## src/rtl/pwl_activation_pipe_pkg.sv

```systemverilog
// Shared definitions for the piecewise-linear activation unit: table select codes
// and the reset-time softplus table for N=16, Q=12, SEGS=8.
package pwl_activation_pipe_pkg;

    localparam int PWL_N    = 16;
    localparam int PWL_Q    = 12;
    localparam int PWL_SEGS = 8;

    typedef enum logic [1:0] {
        TBL_SLOPE = 2'd0,
        TBL_ICPT  = 2'd1,
        TBL_BND   = 2'd2,
        TBL_RSVD  = 2'd3
    } tbl_sel_e;

    // Chord fit of softplus between breakpoints -6.0 .. +6.0 (step 1.5); outer pairs are 0 and identity.
    localparam logic [15:0] DEF_SLOPE [10] = '{
        16'd0, 16'd23, 16'd103, 16'd417, 16'd1343,
        16'd2753, 16'd3679, 16'd3993, 16'd4073, 16'd4096
    };
    localparam logic [15:0] DEF_ICPT [10] = '{
        16'd0, 16'd151, 16'd507, 16'd1451, 16'd2839,
        16'd2839, 16'd1451, 16'd507, 16'd151, 16'd0
    };
    localparam logic [15:0] DEF_BND [9] = '{
        16'hA000, 16'hB800, 16'hD000, 16'hE800, 16'h0000,
        16'h1800, 16'h3000, 16'h4800, 16'h6000
    };

    function automatic logic [15:0] def_entry(input tbl_sel_e sel, input int idx);
        logic [15:0] val;
        val = '0;
        case (sel)
            TBL_SLOPE: if (idx >= 0 && idx < 10) val = DEF_SLOPE[4'(idx)];
            TBL_ICPT:  if (idx >= 0 && idx < 10) val = DEF_ICPT[4'(idx)];
            TBL_BND:   if (idx >= 0 && idx < 9)  val = DEF_BND[4'(idx)];
            default:   val = '0;
        endcase
        return val;
    endfunction

endpackage

```

## src/rtl/pwl_activation_pipe_seg_index.sv

```systemverilog
// Segment selector: counts how many breakpoints the sample is at or above.
// Works for any table contents, ordered or not.
module pwl_activation_pipe_seg_index
    import pwl_activation_pipe_pkg::*;
#(
    parameter int N    = PWL_N,
    parameter int SEGS = PWL_SEGS,
    localparam int AW  = $clog2(SEGS + 2)
) (
    input  logic [N-1:0]  x,
    input  logic [N-1:0]  bnd [SEGS+1],
    output logic [AW-1:0] k
);

    localparam int BW = $clog2(SEGS + 1);

    always_comb begin
        k = '0;
        for (int j = 0; j <= SEGS; j++) begin
            if ($signed(x) >= $signed(bnd[BW'(j)])) begin
                k = k + AW'(1);
            end
        end
    end

endmodule

```

## src/rtl/pwl_activation_pipe.sv

```systemverilog
// Pipelined programmable piecewise-linear activation: y = slope[k]*x + icpt[k],
// three registered stages with valid/ready flow control and saturating output.
module pwl_activation_pipe
    import pwl_activation_pipe_pkg::*;
#(
    parameter int N    = PWL_N,
    parameter int Q    = PWL_Q,
    parameter int SEGS = PWL_SEGS,
    localparam int AW  = $clog2(SEGS + 2)
) (
    input  logic          clk,
    input  logic          rst,
    input  logic          in_valid,
    output logic          in_ready,
    input  logic [N-1:0]  x,
    output logic          out_valid,
    input  logic          out_ready,
    output logic [N-1:0]  y,
    output logic          y_sat,
    input  logic          tbl_we,
    input  logic [1:0]    tbl_sel,
    input  logic [AW-1:0] tbl_addr,
    input  logic [N-1:0]  tbl_data
);

    localparam int NE = SEGS + 2;

    logic [N-1:0] slope_tbl [NE];
    logic [N-1:0] icpt_tbl  [NE];
    logic [N-1:0] bnd_tbl   [SEGS+1];
    logic [AW-1:0] k;

    logic                s1_v;
    logic signed [N-1:0] s1_x;
    logic signed [N-1:0] s1_slope;
    logic [N-1:0]        s1_icpt;
    logic                s2_v;
    logic [N:0]          s2_p;
    logic                s2_ovf;
    logic [N-1:0]        s2_icpt;

    logic s1_free, s2_free, s3_free;

    logic signed [2*N-1:0] prod_q;
    logic                  prod_ovf;
    logic [N:0]            prod_clamped;
    logic [N+1:0]          sum;
    logic                  sum_ovf;
    logic [N-1:0]          sum_clip;

    pwl_activation_pipe_seg_index #(.N(N), .SEGS(SEGS)) u_seg_index (
        .x   (x),
        .bnd (bnd_tbl),
        .k   (k)
    );

    // A stage may load when its register is empty or its contents leave this cycle.
    assign s3_free  = !out_valid || out_ready;
    assign s2_free  = !s2_v || s3_free;
    assign s1_free  = !s1_v || s2_free;
    assign in_ready = s1_free;

    always_ff @(posedge clk) begin
        if (rst) begin
            for (int i = 0; i < NE; i++) begin
                slope_tbl[AW'(i)] <= N'(def_entry(TBL_SLOPE, i));
                icpt_tbl[AW'(i)]  <= N'(def_entry(TBL_ICPT, i));
            end
            for (int i = 0; i <= SEGS; i++) begin
                bnd_tbl[AW'(i)] <= N'(def_entry(TBL_BND, i));
            end
        end else if (tbl_we) begin
            case (tbl_sel_e'(tbl_sel))
                TBL_SLOPE: if (int'(tbl_addr) < NE)    slope_tbl[tbl_addr] <= tbl_data;
                TBL_ICPT:  if (int'(tbl_addr) < NE)    icpt_tbl[tbl_addr]  <= tbl_data;
                TBL_BND:   if (int'(tbl_addr) <= SEGS) bnd_tbl[tbl_addr]   <= tbl_data;
                default: ;
            endcase
        end
    end

    always_ff @(posedge clk) begin
        if (rst) begin
            s1_v     <= 1'b0;
            s1_x     <= '0;
            s1_slope <= '0;
            s1_icpt  <= '0;
        end else if (s1_free) begin
            s1_v <= in_valid;
            if (in_valid) begin
                s1_x     <= x;
                s1_slope <= slope_tbl[k];
                s1_icpt  <= icpt_tbl[k];
            end
        end
    end

    // Floor-shifted product; anything outside N+1 bits is pinned so the sum still clips the right way.
    always_comb begin
        prod_q   = ((2*N)'(s1_x) * (2*N)'(s1_slope)) >>> Q;
        prod_ovf = (prod_q[2*N-1:N] != {N{prod_q[N]}});
        if (prod_ovf) begin
            prod_clamped = prod_q[2*N-1] ? {1'b1, {N{1'b0}}} : {1'b0, {N{1'b1}}};
        end else begin
            prod_clamped = prod_q[N:0];
        end
    end

    always_ff @(posedge clk) begin
        if (rst) begin
            s2_v    <= 1'b0;
            s2_p    <= '0;
            s2_ovf  <= 1'b0;
            s2_icpt <= '0;
        end else if (s2_free) begin
            s2_v <= s1_v;
            if (s1_v) begin
                s2_p    <= prod_clamped;
                s2_ovf  <= prod_ovf;
                s2_icpt <= s1_icpt;
            end
        end
    end

    always_comb begin
        sum     = {s2_p[N], s2_p} + {{2{s2_icpt[N-1]}}, s2_icpt};
        sum_ovf = (sum[N+1:N-1] != {3{sum[N-1]}});
        if (sum_ovf) begin
            sum_clip = sum[N+1] ? {1'b1, {(N-1){1'b0}}} : {1'b0, {(N-1){1'b1}}};
        end else begin
            sum_clip = sum[N-1:0];
        end
    end

    always_ff @(posedge clk) begin
        if (rst) begin
            out_valid <= 1'b0;
            y         <= '0;
            y_sat     <= 1'b0;
        end else if (s3_free) begin
            out_valid <= s2_v;
            if (s2_v) begin
                y     <= sum_clip;
                y_sat <= s2_ovf || sum_ovf;
            end
        end
    end

endmodule

```

## config.mk

```make
export PLATFORM = sky130hd
export DESIGN_NAME = pwl_activation_pipe
export DESIGN_NICKNAME = d
export VERILOG_FILES = /design/src/rtl/pwl_activation_pipe_pkg.sv /design/src/rtl/pwl_activation_pipe_seg_index.sv /design/src/rtl/pwl_activation_pipe.sv
export SDC_FILE = /design/constraint.sdc
export NUM_CORES = 2
export LEC_CHECK = 0
export CAP_MARGIN = 20
export CORE_UTILIZATION = 45
export CTS_CLUSTER_SIZE = 14
export DETAILED_ROUTE_END_ITERATION = 10
export GPL_TIMING_DRIVEN = 0
export MAX_ROUTING_LAYER = met4
export SLEW_MARGIN = 20
export SYNTH_ARGS = -nofsm -noshare
export SYNTH_HDL_FRONTEND = slang
export SYNTH_HIERARCHICAL = 1
export SYNTH_SLANG_ARGS = --single-unit
export TNS_END_PERCENT = 10
```

## constraint.sdc

```tcl
create_clock -name clk -period 18.25 [get_ports clk]
set_input_delay 1.825 -clock clk [delete_from_list [all_inputs] [get_ports clk]]
set_output_delay 1.825 -clock clk [all_outputs]
set_load 0.1 [all_outputs]
```

==> impl_metrics.json <==
{
  "status": "finished clean",
  "syn_inst": 3839,
  "vdd_ir_drop_max_uv": 124.1,
  "critical_path.most_common_cell": "ha_1",
  "antenna_found_initial": 8,
  "tritoncts": "done",
  "cts_resized": 0,
  "cp_data_required_time_ns": 18.75,
  "r2r_slack_ns": 9.69,
  "fmax_mhz": 94.99,
  "setup_viol": 0,
  "grt_pass1_vias": 29960,
  "total_power_w": 0.006419,
  "finalSetupTns_ns": 0,
  "route.detailed.drc": 0,
  "dpl.hpwl_mm": 90.76,
  "critPathLaunchType": "primary input",
  "clk_latency_ns": 0.65,
  "die_h_um": 314.2,
  "syn_to_final_growth_pct": 13.35,
  "layout.nets": 4724,
  "pwr-share-seq": 0.310,
  "cts_buffers": 76,
  "syn_area_per_cell_um2": 11.43,
  "crit_path_end_kind": "flop",
  "postRouteAntennaNets": 0,
  "num_io_pins": 62,
  "row_count": 114,
  "drive_gt1_frac": 0.09091,
  "grt_usage": 0.2649,
  "wl_per_cell_um": 22.33,
  "crit_path_max_incr_delay_ns": 0.91,
  "cts_max_level": 3,
  "netlist_area_um2": 43870,
  "p_switching_w": 0.002428,
  "power_frac_clock": 0.247,
  "clock_skew_ns": 0.02756,
  "initial_core_util": 0.4543,
  "crit_type": "primary input to flop",
  "maxSlewViolCount": 0,
  "hold_viol": 0,
  "pre_cts_slack_ns": 7.243,
  "vias_per_cell": 5.411,
  "worstPathMaxFanout": 10,
  "vias": 29900,
  "internal-power_w": 0.003991,
  "postCtsSetupBuffers": 0,
  "grt_max_degree": 23,
  "die_x_um": 314.2,
  "grt_overflow": 0,
  "cap_violations": 0,
  "hp-class": "flop to flop",
  "setup_slack_ns": 7.722,
  "grt_pass1_wl_mm": 187.1,
  "initialDrtViolationCount": 2625,
  "maxSlewHeadroom": 0.1867,
  "cp.arrival_ns": 11.03,
  "clock_tree.buffer_depth": 3,
  "pwr-share-comb": 0.443,
  "path_clk_slew_ns": 0.06,
  "period_minus_slack_ns": 10.53,
  "p_per_area_nw_per_um2": 129.1,
  "period_share": 0.5769,
  "wl_mm": 123.4,
  "critPathSlowestCell": "clkbuf_1",
  "dieArea_um2": 98730,
  "cts_hold_buffers": 0,
  "rsz0062_at_grt": "no",
  "cellLeakagePower_nw": 19.35,
  "core_um2": 96570,
  "io_buffers": 60,
  "cts-root-buf": "clkbuf_16",
  "drt_first_pass_iters": 5,
  "tightest_slew_ns": 1.220,
  "cts_sinks": 742,
  "p_sw_frac": 0.3783,
  "gp_congestion": 0.9279,
  "yosys_warnings": 6
}
[area by class of cell]
type                       count  area [um2]
tap                         1276        1597
fill                        8615       46840
buffer                       212       842.1
antenna                        3       7.507
inverter                     466        1749
clock buffer                 100        2155
sequential                   742       19980
timing repair buffer          80       882.1
multi-input combinational   2610       22140
clock inverter                36       372.9
[power groups by stage]
stage | clock network, W | logic, W | registers [W]
after floorplan | 0 | 0.00188 | 0.00201
after global placement | 0 | 0.00281 | 0.00203
after CTS | 0.00161 | 0.00286 | 0.00199
after detailed placement | 0 | 0.00284 | 0.00203
final | 0.00158 | 0.00284 | 0.00199
after global routing | 0.00167 | 0.00307 | 0.00200
[worst max-delay path: cells and delay by family]
kind                       cells  cell delay, ns
and+or+nand+nor                5            1.02
buffers and inverters          5            2.71
xor gates and xnor gates       2            0.24
AOI/OAI and AO/OA             10            1.43
muxes                          5            1.95
adders and majority gates      5            1.80
[path summary, 6_finish.rpt]
path,startpoint,endpoint,depth (start not counted)
min,bnd_tbl[20],bnd_tbl[20],2
max,x[13],s1_icpt[8],32
min reg2reg,bnd_tbl[20],bnd_tbl[20],2
max reg2reg,bnd_tbl[126],s1_icpt[8],32
[stage by stage]
step / cells / util / area, um2 / hold WS (ns)
2_1_floorplan: 4030 / - / 44580 / 0.4321
3_3_place_gp: 5366 / 0.4845 / 46780 / 0.4421
3_5_place_dp: 5384 / 0.4885 / 47170 / 0.4463
4_1_cts: 5520 / 0.5147 / 49700 / 0.4547
5_1_grt: 5524 / 0.5149 / 49720 / 0.4667
6_report: 5525 / 0.5149 / 49720 / 0.4527
[registers in the layout, indices dropped and copies added, names as in the netlist]
register	flops
bnd_tbl	128
icpt_tbl	256
out_valid	1
s1_icpt	16
s1_slope	16
s1_v	1
s1_x	16
s2_icpt	16
s2_ovf	1
s2_p	17
s2_v	1
slope_tbl	256
y	16
y_sat	1
[metal layers]
metal | track usage | wire (um) | vias up
li1 | - | - | 13670
met1 | 0.3573 | 53280 | 15060
met2 | 0.4199 | 58350 | 965
met3 | 0.03208 | 7987 | 199
met4 | 0.08093 | 3754 | 0
met5 | - | 0 | -
[placed cells by master (no fill, tap or decap), types with 88 or more instances in the layout]
master    instances
a21oi_1         255
nand2_1         573
ha_1            231
clkbuf_1        194
nor2_1           88
dfxtp_1         230
and2_1          279
fa_1            262
mux4_2          160
conb_1          192
edfxtp_1        512
inv_1           466
or3_1            94
(Power assumes the default switching activity.)
